File: src/rtl/alu_ctrl_stage_if.sv
// rtl/alu_ctrl_stage_if.sv - decode/execute handshake bundle for the ALU-op control stage
interface alu_ctrl_stage_if #(
    parameter int AOP_W = 4
);
    logic             valid_i;
    logic             ready_o;
    logic             r_type_i;
    logic             i_type_i;
    logic             store_i;
    logic             branch_i;
    logic             load_i;
    logic             jalr_i;
    logic             jal_i;
    logic             lui_i;
    logic             auipc_i;
    logic             m_ext_i;
    logic [2:0]       funct3_i;
    logic             flush_i;
    logic             valid_o;
    logic             ready_i;
    logic [AOP_W-1:0] aluop_o;
    logic             illegal_o;
    logic             busy_o;

    // The stage side: consumes decode flags and execute backpressure.
    modport slave (
        input  valid_i, r_type_i, i_type_i, store_i, branch_i, load_i,
               jalr_i, jal_i, lui_i, auipc_i, m_ext_i, funct3_i, flush_i, ready_i,
        output ready_o, valid_o, aluop_o, illegal_o, busy_o
    );

    // The environment side: decode, branch resolution and execute.
    modport master (
        output valid_i, r_type_i, i_type_i, store_i, branch_i, load_i,
               jalr_i, jal_i, lui_i, auipc_i, m_ext_i, funct3_i, flush_i, ready_i,
        input  ready_o, valid_o, aluop_o, illegal_o, busy_o
    );
endinterface

File: src/rtl/alu_ctrl_stage.sv
// rtl/alu_ctrl_stage.sv - registered ALU-op decoder with M-extension occupancy gating
module alu_ctrl_stage #(
    parameter int AOP_W      = 4,
    parameter int MUL_CYCLES = 2,
    parameter int DIV_CYCLES = 8
) (
    input  logic             clk_i,
    input  logic             rst_i,
    alu_ctrl_stage_if.slave  bus
);
    localparam int MAX_LAT = (DIV_CYCLES > MUL_CYCLES) ? DIV_CYCLES : MUL_CYCLES;
    localparam int CNT_W   = (MAX_LAT > 1) ? $clog2(MAX_LAT) : 1;

    typedef enum logic {
        IDLE = 1'b0,
        WAIT = 1'b1
    } state_t;

    state_t           state;
    logic [CNT_W-1:0] count;
    logic             valid_q;
    logic [AOP_W-1:0] aluop_q;
    logic             illegal_q;
    logic             busy_q;

    logic [3:0]       code;
    logic             code_illegal;
    logic             is_m_op;
    logic             is_div;
    logic             accept;
    logic             ready;

    // Class-flag priority encoder; m_ext only matters for R-type.
    always_comb begin
        code         = 4'b0000;
        code_illegal = 1'b0;
        if (bus.r_type_i) begin
            if (bus.m_ext_i) begin
                code = bus.funct3_i[2] ? 4'b1001 : 4'b1000;
            end else begin
                code = 4'b0000;
            end
        end else if (bus.load_i) begin
            code = 4'b0100;
        end else if (bus.store_i) begin
            code = 4'b0101;
        end else if (bus.branch_i) begin
            code = 4'b0010;
        end else if (bus.i_type_i) begin
            code = 4'b0001;
        end else if (bus.jalr_i || bus.jal_i) begin
            code = 4'b0011;
        end else if (bus.lui_i) begin
            code = 4'b0110;
        end else if (bus.auipc_i) begin
            code = 4'b0111;
        end else begin
            code         = 4'b1111;
            code_illegal = 1'b1;
        end
    end

    assign is_m_op = bus.r_type_i && bus.m_ext_i;
    assign is_div  = bus.funct3_i[2];

    // Issue only from IDLE and only when the output slot is free or draining now.
    assign ready  = (state == IDLE) && (!valid_q || bus.ready_i);
    assign accept = bus.valid_i && ready;

    // Pipeline register and M-op occupancy FSM; reset beats flush beats accept/WAIT.
    always_ff @(posedge clk_i) begin
        if (rst_i) begin
            state     <= IDLE;
            count     <= '0;
            valid_q   <= 1'b0;
            aluop_q   <= '0;
            illegal_q <= 1'b0;
            busy_q    <= 1'b0;
        end else if (bus.flush_i) begin
            state     <= IDLE;
            count     <= '0;
            valid_q   <= 1'b0;
            illegal_q <= 1'b0;
            busy_q    <= 1'b0;
        end else begin
            case (state)
                IDLE: begin
                    if (accept) begin
                        if (code_illegal) begin
                            aluop_q <= '1;
                        end else begin
                            aluop_q <= AOP_W'(code);
                        end
                        if (is_m_op) begin
                            // Result is only presented once the iterative unit is done.
                            illegal_q <= 1'b0;
                            valid_q   <= 1'b0;
                            busy_q    <= 1'b1;
                            count     <= is_div ? CNT_W'(DIV_CYCLES - 1) : CNT_W'(MUL_CYCLES - 1);
                            state     <= WAIT;
                        end else begin
                            illegal_q <= code_illegal;
                            valid_q   <= 1'b1;
                        end
                    end else if (bus.ready_i) begin
                        valid_q <= 1'b0;
                    end
                end
                WAIT: begin
                    if (count == '0) begin
                        valid_q <= 1'b1;
                        busy_q  <= 1'b0;
                        state   <= IDLE;
                    end else begin
                        count <= count - 1'b1;
                    end
                end
                default: begin
                    state <= IDLE;
                end
            endcase
        end
    end

    assign bus.ready_o   = ready;
    assign bus.valid_o   = valid_q;
    assign bus.aluop_o   = aluop_q;
    assign bus.illegal_o = illegal_q;
    assign bus.busy_o    = busy_q;
endmodule
File: src/flat_wrapper.sv
// flat-port wrapper written by rule: the top's interface ports become plain ports
module alu_ctrl_stage_flat 
#(
    parameter int AOP_W      = 4,
    parameter int MUL_CYCLES = 2,
    parameter int DIV_CYCLES = 8
)
  (clk_i, rst_i, bus_valid_i, bus_r_type_i, bus_i_type_i, bus_store_i, bus_branch_i, bus_load_i, bus_jalr_i, bus_jal_i, bus_lui_i, bus_auipc_i, bus_m_ext_i, bus_funct3_i, bus_flush_i, bus_ready_i, bus_ready_o, bus_valid_o, bus_aluop_o, bus_illegal_o, bus_busy_o);
  alu_ctrl_stage_if #(.AOP_W(AOP_W)) bus_i ();
  input  logic clk_i;
  input  logic rst_i;
  input wire logic [$bits(bus_i.valid_i)-1:0] bus_valid_i;
  input wire logic [$bits(bus_i.r_type_i)-1:0] bus_r_type_i;
  input wire logic [$bits(bus_i.i_type_i)-1:0] bus_i_type_i;
  input wire logic [$bits(bus_i.store_i)-1:0] bus_store_i;
  input wire logic [$bits(bus_i.branch_i)-1:0] bus_branch_i;
  input wire logic [$bits(bus_i.load_i)-1:0] bus_load_i;
  input wire logic [$bits(bus_i.jalr_i)-1:0] bus_jalr_i;
  input wire logic [$bits(bus_i.jal_i)-1:0] bus_jal_i;
  input wire logic [$bits(bus_i.lui_i)-1:0] bus_lui_i;
  input wire logic [$bits(bus_i.auipc_i)-1:0] bus_auipc_i;
  input wire logic [$bits(bus_i.m_ext_i)-1:0] bus_m_ext_i;
  input wire logic [$bits(bus_i.funct3_i)-1:0] bus_funct3_i;
  input wire logic [$bits(bus_i.flush_i)-1:0] bus_flush_i;
  input wire logic [$bits(bus_i.ready_i)-1:0] bus_ready_i;
  output wire logic [$bits(bus_i.ready_o)-1:0] bus_ready_o;
  output wire logic [$bits(bus_i.valid_o)-1:0] bus_valid_o;
  output wire logic [$bits(bus_i.aluop_o)-1:0] bus_aluop_o;
  output wire logic [$bits(bus_i.illegal_o)-1:0] bus_illegal_o;
  output wire logic [$bits(bus_i.busy_o)-1:0] bus_busy_o;
  assign bus_i.valid_i = bus_valid_i;
  assign bus_i.r_type_i = bus_r_type_i;
  assign bus_i.i_type_i = bus_i_type_i;
  assign bus_i.store_i = bus_store_i;
  assign bus_i.branch_i = bus_branch_i;
  assign bus_i.load_i = bus_load_i;
  assign bus_i.jalr_i = bus_jalr_i;
  assign bus_i.jal_i = bus_jal_i;
  assign bus_i.lui_i = bus_lui_i;
  assign bus_i.auipc_i = bus_auipc_i;
  assign bus_i.m_ext_i = bus_m_ext_i;
  assign bus_i.funct3_i = bus_funct3_i;
  assign bus_i.flush_i = bus_flush_i;
  assign bus_i.ready_i = bus_ready_i;
  assign bus_ready_o = bus_i.ready_o;
  assign bus_valid_o = bus_i.valid_o;
  assign bus_aluop_o = bus_i.aluop_o;
  assign bus_illegal_o = bus_i.illegal_o;
  assign bus_busy_o = bus_i.busy_o;
  alu_ctrl_stage #(.AOP_W(AOP_W), .MUL_CYCLES(MUL_CYCLES), .DIV_CYCLES(DIV_CYCLES)) u_core (.clk_i(clk_i), .rst_i(rst_i), .bus(bus_i));
endmodule
File: config.mk
export PLATFORM = sky130hd
export DESIGN_NAME = alu_ctrl_stage_flat
export DESIGN_NICKNAME = d
export VERILOG_FILES = /design/src/rtl/alu_ctrl_stage_if.sv /design/src/rtl/alu_ctrl_stage.sv /design/src/flat_wrapper.sv
export SDC_FILE = /design/constraint.sdc
export NUM_CORES = 1
export LEC_CHECK = 0
export CAP_MARGIN = 40
export CORE_MARGIN = 2
export CORE_UTILIZATION = 36
export DETAILED_ROUTE_END_ITERATION = 8
export PLACE_DENSITY_LB_ADDON = 0.08
export SYNTH_ARGS = -nofsm -noshare
export SYNTH_HDL_FRONTEND = slang
export SYNTH_SLANG_ARGS = --single-unit
File: constraint.sdc
create_clock -name clk_i -period 1.5 [get_ports clk_i]
set_input_delay 0.3 -clock clk_i [delete_from_list [all_inputs] [get_ports clk_i]]
set_output_delay 0.3 -clock clk_i [all_outputs]
set_load 0.02 [all_outputs]
Yosys cells after proc, flatten, opt, wreduce, memory -nomap -nowiden
Index checks and enable logic that the tools add are counted.

operators by class
  add/subtract/negate cells = 1
  equal/unequal tests = 5
  muxes and demuxes = 38
  bitwise gates (word level) = 2
  reductions and logical operators = 13

operators with widths
  kind                                               count
  two-way mux 4 bit                                  10
  two-way mux 1 bit                                  20
  two-way mux 3 bit                                  4
  AND reduction 3 bit                                3
  case mux 1 bit (2 select lines)                    3
  case mux 3 bit (2 select lines)                    1
  != test 2 x 1 -> 1 bit (second input constant)     2
  != test 2 bit (second input constant)              2
  AND reduction 2 bit                                2
  logical AND 1 bit                                  3
  zero test 3 bit                                    1
  != test 3 x 2 -> 1 bit (second input constant)     1
  subtractor 3 x 1 -> 3 bit (second input constant)  1
  logical OR 1 bit                                   2
  NOT 1 bit                                          2
  OR reduction 2 bit                                 1
  zero test 1 bit                                    1

word-level totals
  flip-flop bits (word level) = 11
  word-level logic and storage cells = 65

Longest topological paths before layout
Gate-level depths: netlist (run 1).

  depth after elaboration = 9
  depth in mapped cells = 6
  gate-level depth less buffers = 6

Least setup slack after synthesis (run 1)
Ideal clock, no wire load.

  path type = reg-to-reg
  start = reg u_core.valid_q, in the netlist u_core.bus.valid_o
  end = reg u_core.aluop_q[2], in the netlist u_core.bus.aluop_o[2]
  library setup time = 0.070 ns
  data arrival time = 1.390 ns
  data required time = 1.430 ns
  slack = 0.040 ns
  stages on the path, launching flop included = 6
  period minus slack after synthesis = 1.460 ns
  path through = dfxtp_1 -> nor2b_1 -> or3_1 -> buf_2 -> a211o_2 -> a21oi_1

between the ends
  longest elaborated chain between the ends = 5

RTL lines
  item                                  RTL line              RTL
  start: declaration                    alu_ctrl_stage.sv:21  logic valid_q;
  start signal: assignment              alu_ctrl_stage.sv:75  valid_q <= 1'b0;
  start signal: assignment              alu_ctrl_stage.sv:82  valid_q <= 1'b0;
  start signal: assignment              alu_ctrl_stage.sv:97  valid_q <= 1'b0;
  zero test 1 bit                       alu_ctrl_stage.sv:67  assign ready = (state == IDLE) && (!valid_q || bus.ready_i);
  logical OR 1 bit                      alu_ctrl_stage.sv:67
  logical AND 1 bit                     alu_ctrl_stage.sv:67
  logical AND 1 bit                     alu_ctrl_stage.sv:68  assign accept = bus.valid_i && ready;
  AND reduction 3 bit (no source line)  n/a
  end signal: assignment                alu_ctrl_stage.sv:92  aluop_q <= AOP_W'(code);
  end: declaration                      alu_ctrl_stage.sv:22  logic [AOP_W-1:0] aluop_q;

No other way between the ends.
A chain may end at the register's enable or synchronous reset.

Worst setup path in the final report (run 1)
  start = in bus_store_i
  end = reg u_core.aluop_q[0], in the netlist u_core.bus.aluop_o[0]

between the ends
  longest elaborated chain between the ends = 4
  elaborated cells between the ends (all ways) = 7
  those cells by class = mux (7)

RTL lines
  item                                                           RTL line              RTL
  start: declaration                                             flat_wrapper.sv:15    input wire logic [$bits(bus_i.store_i)-1:0] bus_store_i;
  two-way mux 4 bit / two-way mux 1 bit (equally long branches)  alu_ctrl_stage.sv:45  end else if (bus.store_i) begin
  two-way mux 4 bit / two-way mux 1 bit (equally long branches)  alu_ctrl_stage.sv:43  end else if (bus.load_i) begin
  two-way mux 4 bit / two-way mux 1 bit (equally long branches)  alu_ctrl_stage.sv:37  if (bus.r_type_i) begin
  two-way mux 4 bit (*)                                          alu_ctrl_stage.sv:89  if (code_illegal) begin

Mark *: on every way between the ends. The rest lies on a longest branch, timed or not.

==> flow_summary.toml, run 1 <==
[clock_tree]
htreeDepth = 1
clkSlewWorstSetupHoldPaths_ps = 70
clkSinkCount = 11
clockBufferDepth = 2
tritoncts = "done"
cts_made_buffers = 3
clk_latency_ps = 270
cts_root_buf = "clkbuf_4"
hold_buffers = 0

[synth]
ys_seq_elements = 11
ys_seq_area_share_pct = 36.7
synthArstFlopShare_pct = 0
syn_area_per_cell_um2 = 8.44
synth.largest_area_cell = "dfxtp_1"
synth-edff-count = 0
synth_ff_type = "dfxtp_1"
synth_cell_types = 28
synthTopCellsByArea = "dfxtp_1 (37%), a221oi_1 (5.8%), a21oi_1 (5.0%)"
synth_common_cells = "dfxtp_1 (11), inv_1 (8), a21oi_1 (6), nor2_1 (6), nand2_1 (5)"
ys_warn_count = 0
synthMostInstantiatedCell = "dfxtp_1"
synthCells = 71
synth_nets = 91
syn_area_um2 = 599
netlist.area_leader.share_pct = 36.7

[timing]
final_hold_viol_count = 0
final.setup.worst_slack_ps = 35.5
fmax_mhz = 683
setup_viol = 0
tightest_slew_ps = 288
drv_slew = 0
min_period_ps = 1460
final.period_utilization_pct = 97.6
clock_skew_ps = 3.37
relSlewSlack_pct = 80.6

[floorplan]
fp.dieW_um = 44.8
rows = 14
fp.dieH_um = 44.8
initial_core_util_pct = 38.9
io_pins = 26
coreArea_mm2 = 0.00154
die_area_mm2 = 0.00201

[power_and_ir_drop]
switching_power_mw = 0.190
vdd_drop_max_mv = 0.471
power_density_mw_per_mm2 = 664
p_sw_share_pct = 27.2
p_int_mw = 0.508
power.clock.fraction_pct = 29.9
p_total_mw = 0.697
seqPwrFrac_pct = 44.1
combPwrFrac_pct = 26.0
p_leak_nw = 0.464

[critical_path]
setup.worst_path.class = "in -> reg"
cp.arrival_ps = 1660
end_kind = "flop"
slowest_delay_ps = 430
startpoint_type = "input pin"
r2r-end = "u_core.bus.aluop_o[2]"
r2r_cells = 4
cp_max_fo = 3
cp_num_buf_inv = 1
path_cells = "clkdlybuf4s50_1, or3_4, nor4_4, nor2_4, a221oi_2"
slowest_stage = "clkdlybuf4s50_1"
crit_family = "simple AND/OR/NAND/NOR gates"
r2r-start = "u_core.state"
regToRegSetupSlack_ps = 130
required_ps = 1690

[hold_path]
hold_path.class = "in -> reg"
min_path_cells = 2
hold_start = "bus_ready_i"
min_to = "u_core.bus.valid_o"

[place]
pre_cts_slack_ps = -450
gp_congestion = 0.766
hpwl_mm = 1.22
port_buffers = 23

[run]
cap_violations = 0

[drt]
num_vias = 651
vias_per_cell = 4.97
antenna_left = 0
drtPass1Iterations = 4
drc_errors = 0
wl_mm = 1.64
post_drt_wl_per_cell_um = 12.5
drtIter0Drc = 5

[global_route]
grt_pass1_vias = 654
grt_pass1_wl_mm = 2.66
grt_usage_pct = 18.1
grt_max_degree = 7
gr-total-overflow = 0
antenna_found_initial = 0

[cells_and_area]
n_antenna_cell = 0
layout.nets = 136
area_delta_synth_final_pct = 75.4
layout-drive-gt1-share_pct = 33.0

[outcome]
status = "finished clean"
## through the flow
step	instance area, µm²	util (%)	TNS (ps)	hold WS (ps)	cells
floorplan	599	-	0	369	71
global placement	972	63.1	-3340	438	126
detailed placement	972	63.1	-3500	446	126
CTS	1010	65.8	-72.5	451	130
global route	1050	68.2	-8.39	312	131
finish	1050	68.2	0	302	131
## cells by family (layout without fill, tap and decap cells)
family / after synthesis / count (layout) / share of synthesized area (%)
multiplexers: 1 / 1 / 1.67
AND/OR/NAND/NOR: 26 / 26 / 26.5
adder cells (fa/ha/maj): 2 / 2 / 4.17
flip-flops: 11 / 11 / 36.7
buffers and inverters: 11 / 55 / 8.35
AO/OA/AOI/OAI: 20 / 20 / 22.5
## layout by cell type (no fill, tap or decap), types with 3 or more instances in the layout
cell / netlist / routed
o21ai_0: 3 / 3
nand2_1: 5 / 5
dfxtp_1: 11 / 11
buf_4: 0 / 19
dlygate4sd2_1: 0 / 9
clkdlybuf4s50_1: 0 / 7
a221oi_2: 0 / 3
a21oi_1: 6 / 6
nor2_1: 6 / 6
dlymetal6s2s_1: 0 / 4
clkbuf_4: 0 / 3
inv_1: 8 / 8
## area by class of cell
cell class	instances	area, µm²
Fill cell	127	490
Multi-Input combinational cell	49	373
Timing Repair Buffer	43	382
Sequential cell	11	220
Inverter	8	30.0
Tap cell	16	20.0
Clock buffer	4	26.3
## metal layers
metal  part of all wire, %  wire (µm)  up-vias  global-route usage (%)
li1                      -          -      343                       -
met4                   1.1         18        0                    7.06
met2                    49        795       12                    28.7
met1                    46        752      293                    24.1
met3                   4.3         71        3                    3.60
met5                     0          0        -                       0
## sequential cells by signal, summed over array words and instances (netlist names)
| signal | count |
|---|---|
| u_core.bus.illegal_o | 1 |
| u_core.count | 3 |
| u_core.state | 1 |
| u_core.bus.aluop_o | 4 |
| u_core.bus.valid_o | 1 |
| u_core.bus.busy_o | 1 |
## worst max-delay path by stage
| stage | depth (start not counted) | to | startpoint | slack (ps) |
|---|---|---|---|---|
| final | 5 | u_core.bus.aluop_o[0] | bus_store_i | 40 |
| after global routing | 5 | u_core.bus.aluop_o[0] | bus_store_i | -8 |
| after CTS | 4 | bus_ready_o | bus_ready_i | -70 |
| after detailed placement | 5 | u_core.bus.aluop_o[3] | bus_jal_i | -450 |
| after global placement | 5 | u_core.bus.aluop_o[3] | bus_jal_i | -420 |
| after floorplan | 5 | u_core.bus.aluop_o[2] | u_core.bus.valid_o | 40 |
## what timing repair did
item	CTS	global route
endpoints found under the setup margin	13	8
cloned	0	0
buffers inserted	0	1
gates resized for setup	19	11
pin swaps	5	6
hold endpoints to repair	0	0
## power by group through the flow
stage | Combinational (mW) | Clock [mW] | Sequential [mW]
3_5_place_dp | 0.171 | 0 | 0.315
2_1_floorplan | 0.0516 | 0 | 0.325
5_1_grt | 0.196 | 0.229 | 0.309
4_1_cts | 0.171 | 0.218 | 0.307
6_report | 0.181 | 0.209 | 0.307
3_3_place_gp | 0.171 | 0 | 0.314
Note: power is estimated with default switching activity, not from simulation.
==> inputs of run 2 (changes only) <==
CORE_UTILIZATION = 38   (was 36)
CTS_BUF_LIST = sky130_fd_sc_hd__clkbuf_2 sky130_fd_sc_hd__clkbuf_4 sky130_fd_sc_hd__clkbuf_8   (was unset)
==> run 2 against run 1 <==
  * Sequential share of layout area grew 0.33 points
  * Final area shrank 1.5%
  * Register-to-register slack worse by 50 ps
  * Hold slack improved by 67 ps
  * Worst setup slack better by 34 ps
  * Power up 2.5%
  * Critical path type unchanged
  * Critical endpoint is now u_core.bus.aluop_o[1]
==> flow_summary.toml, run 2 (synthesis results as in run 1) <==
[place]
hpwl_mm = 1.29
port_buffers = 23
gp_congestion = 0.848
place_area_um2 = 980
pre_cts_slack_ps = -457
place_inst = 127

[floorplan]
io_pins = 26
initial_core_util_pct = 40.3
die_area_mm2 = 0.00191
fp.dieW_um = 43.7
fp.dieH_um = 43.7
rows = 14
coreArea_mm2 = 0.00149

[timing]
final.period_utilization_pct = 95.4
relSlewSlack_pct = 81.1
fin_hold_ws_ps = 369
fmax_mhz = 699
drv_slew = 0
clock_skew_ps = 2.70
setup_viol = 0
final_hold_viol_count = 0
final.setup.worst_slack_ps = 69.6
min_period_ps = 1430
finalSetupTns_ps = 0
tightest_slew_ps = 282

[critical_path]
slowest_stage = "or4_4"
path_cells = "dlygate4sd2_1, or4_4, nor4_4, nor2_4, a221oi_2"
r2r-end = "u_core.count[1]"
r2r_cells = 7
required_ps = 1700
cp_max_fo = 3
cp_num_buf_inv = 1
end_kind = "flop"
crit_family = "simple AND/OR/NAND/NOR gates"
regToRegSetupSlack_ps = 80
startpoint_type = "input pin"
cp.arrival_ps = 1630
r2r-start = "u_core.count[0]"
slowest_delay_ps = 560
setup.worst_path.class = "in -> reg"

[clock_tree]
cts_made_buffers = 3
clkSlewWorstSetupHoldPaths_ps = 80
hold_buffers = 0
htreeDepth = 1
tritoncts = "done"
cts_setup_buffers = 0
cts_root_buf = "clkbuf_4"
clkSinkCount = 11
clk_latency_ps = 280
clockBufferDepth = 2

[cells_and_area]
layout-drive-gt1-share_pct = 33.9
layout.nets = 136
area_delta_synth_final_pct = 72.7
n_antenna_cell = 0
post-route-util_pct = 69.5
mostFrequentLayoutCell = "buf_4"
instances_no_fill = 131
largest_reg_flops = 4
layout_common_cells = "buf_4 (20), dlygate4sd2_1 (15), dfxtp_1 (11)"
final_cell_area_mm2 = 0.00103

[global_route]
gr-total-overflow = 0
grt_pass1_vias = 676
grt_pass1_wl_mm = 2.76
grt_usage_pct = 20.0
antenna_found_initial = 0
grt_max_degree = 7

[drt]
post_drt_wl_per_cell_um = 12.8
num_vias = 692
antenna_left = 0
vias_per_cell = 5.28
drc_errors = 0
drtPass1Iterations = 4
wl_mm = 1.67
drtIter0Drc = 18

[hold_path]
hold_start = "bus_ready_i"
min_to = "u_core.bus.valid_o"
min_path_cells = 3
hold_path.class = "in -> reg"

[power_and_ir_drop]
switching_power_mw = 0.195
p_leak_nw = 0.446
vdd_drop_max_mv = 0.518
p_sw_share_pct = 27.3
seqPwrFrac_pct = 43.0
combPwrFrac_pct = 24.5
power.clock.fraction_pct = 32.5
p_total_mw = 0.715
p_int_mw = 0.520
power_density_mw_per_mm2 = 691

[outcome]
status = "finished clean"

[run]
cap_violations = 0
## run 2: what timing repair did
action / 4_1_cts / 5_1_grt
resized for setup: 25 / 5
hold endpoints to repair: 0 / 0
setup endpoints to repair: 14 / 7
pin swaps: 5 / 1
## run 2: layout make-up
class	count	area, µm²
Tap cell	16	20.0
Timing Repair Buffer	43	359
Sequential cell	11	220
Multi-Input combinational cell	49	375
Clock buffer	4	30.0
Inverter	8	30.0
Fill cell	131	454
## run 2: worst max-delay path by stage
stage | endpoint | slack [ps] | depth (start not counted) | startpoint
final | u_core.bus.aluop_o[1] | 70 | 5 | bus_branch_i
after global routing | u_core.count[1] | -1 | 7 | u_core.count[0]
after CTS | u_core.count[1] | 8 | 7 | bus_ready_i
after detailed placement | u_core.bus.aluop_o[0] | -460 | 5 | bus_jal_i
after global placement | bus_ready_o | -420 | 4 | bus_ready_i
after floorplan | u_core.bus.aluop_o[2] | 40 | 5 | u_core.bus.valid_o
## run 2: routing by layer
layer	global-route usage [%]	vias up	routed length, µm
met5	0	-	0
met3	3.75	4	88
met4	10.9	0	37
met2	31.2	21	801
met1	25.8	320	745
li1	-	347	-
## run 2: power by group through the flow
stage / combinational (mW) / sequential, mW / clock [mW]
6_report: 0.175 / 0.308 / 0.232
5_1_grt: 0.190 / 0.309 / 0.244
4_1_cts: 0.170 / 0.307 / 0.234
3_5_place_dp: 0.175 / 0.315 / 0
3_3_place_gp: 0.173 / 0.314 / 0
2_1_floorplan: 0.0516 / 0.325 / 0
## run 2: worst min-delay path: stages
cell and delay (ps):
dlymetal6s2s_1 120, buf_4 120, a221oi_1 60
==> inputs of run 3 (changes only) <==
SKIP_CTS_REPAIR_TIMING = 1   (was unset)
SLEW_MARGIN = 5   (was unset)
==> run 3 against run 2 <==
  * Routed wire length increased by 2.1%
  * Sequential share of layout area decreased by 1.4 points
  * Power increased by 1.1%
==> flow_summary.toml, run 3 (synthesis results as in run 1) <==
[clock_tree]
clockBufferDepth = 2
cts_root_buf = "clkbuf_4"
htreeDepth = 1
clkSlewWorstSetupHoldPaths_ps = 80
clkSinkCount = 11
cts_made_buffers = 3
clk_latency_ps = 270
tritoncts = "done"

[cells_and_area]
instances_no_fill = 132
area_delta_synth_final_pct = 84.6
nFillCells = 111
mostFrequentLayoutCell = "buf_4"
multi_input_area_um2 = 375
layout-drive-gt1-share_pct = 33.6
n_antenna_cell = 0
layout_common_cells = "buf_4 (21), dlymetal6s2s_1 (17), dfxtp_1 (11)"
register_area_um2 = 220
largest_reg_flops = 4
layout.nets = 137

[drt]
vias_per_cell = 5.23
drc_errors = 0
num_vias = 691
post_drt_wl_per_cell_um = 12.9
drtPass1Iterations = 4
wl_mm = 1.71
antenna_left = 0
drtIter0Drc = 19

[power_and_ir_drop]
p_leak_nw = 0.606
vdd_drop_max_mv = 0.520
seqPwrFrac_pct = 42.6
combPwrFrac_pct = 25.5
switching_power_mw = 0.194
power_density_mw_per_mm2 = 653
p_int_mw = 0.529
p_sw_share_pct = 26.8
power.clock.fraction_pct = 31.9

[critical_path]
required_ps = 1200
slowest_delay_ps = 310
end_kind = "output pin"
slowest_stage = "dfxtp_1"
setup.worst_path.class = "reg -> out"
path_cells = "nor2b_2, nor2_1, dlymetal6s2s_1"
r2r_cells = 7
cp.arrival_ps = 1130
cp_max_fo = 4
startpoint_type = "flop"

[floorplan]
io_pins = 26
initial_core_util_pct = 40.3
rows = 14
fp.dieW_um = 43.7
die_area_mm2 = 0.00191
fp.dieH_um = 43.7
coreArea_mm2 = 0.00149

[timing]
drv_slew = 0
setup_viol = 0
relSlewSlack_pct = 81.3
clock_skew_ps = 2.67
final_hold_viol_count = 0
fmax_mhz = 699
final.period_utilization_pct = 95.3
finalSetupTns_ps = 0
tightest_slew_ps = 278
min_period_ps = 1430

[place]
gp_congestion = 0.848
place_inst = 127
port_buffers = 23
hpwl_mm = 1.29

[hold_path]
hold_path.class = "in -> reg"
min_path_cells = 3

[global_route]
grt_pass1_wl_mm = 2.74
antenna_found_initial = 0
grt_util_met1_pct = 26.1
gr-total-overflow = 0
use_met2_pct = 29.7
grt_pass1_vias = 674
busiest_layer = "met2"
grt_use_met3_pct = 3.75
grt_usage_pct = 19.6
grt_max_degree = 7

[outcome]
status = "finished clean"

[run]
cap_violations = 0
==> run 3: power by group through the flow <==
stage | Sequential (mW) | Clock, mW | Combinational [mW]
after floorplan | 0.325 | 0 | 0.0516
after global placement | 0.314 | 0 | 0.173
after detailed placement | 0.315 | 0 | 0.175
after CTS | 0.308 | 0.234 | 0.175
after global routing | 0.309 | 0.244 | 0.200
final | 0.308 | 0.230 | 0.184
==> run 3: per-stage QoR <==
| step | instance area (µm²) | setup slack, ps | power (mW) | hold WS [ps] | util [%] |
|---|---|---|---|---|---|
| 2_1_floorplan | 599 | 40.5 | 0.376 | 369 | - |
| 3_5_place_dp | 980 | -457 | 0.489 | 452 | 65.8 |
| 3_3_place_gp | 980 | -423 | 0.488 | 439 | 65.8 |
| 6_report | 1110 | 70.1 | 0.723 | 371 | 74.3 |
| 4_1_cts | 1010 | -440 | 0.717 | 465 | 67.8 |
| 5_1_grt | 1110 | -1.14 | 0.754 | 395 | 74.3 |
==> run 3: worst paths after layout <==
| check | from | to | slack (ps) |
|---|---|---|---|
| worst max register to register | u_core.count[0] | u_core.count[1] | 90 |
| worst min-delay path | bus_ready_i | u_core.bus.valid_o | 370 |
| worst min register to register | u_core.bus.busy_o | u_core.bus.busy_o | 460 |
| worst max-delay path | u_core.bus.valid_o | bus_ready_o | 70 |
==> run 3: final cells by class <==
| class | count | share of cell area (%) |
|---|---|---|
| Clock buffer | 4 | 2.71 |
| Inverter | 8 | 2.71 |
| Multi-Input combinational cell | 49 | 33.9 |
| Sequential cell | 11 | 19.9 |
| Tap cell | 16 | 1.81 |
| Timing Repair Buffer | 44 | 38.9 |
==> run 3: routing by layer <==
| metal | up-vias | wire length, µm | share of wire, % |
|---|---|---|---|
| li1 | 348 | - | - |
| met1 | 322 | 761 | 45 |
| met2 | 17 | 833 | 49 |
| met3 | 4 | 76 | 4.5 |
| met4 | 0 | 37 | 2.2 |
| met5 | - | 0 | 0 |
==> run 3: worst max-delay path: cells and delay by family (launching register included) <==
kind,cells,cell delay (ps)
flops,1,310
simple gates,2,300
buf+inv,1,240
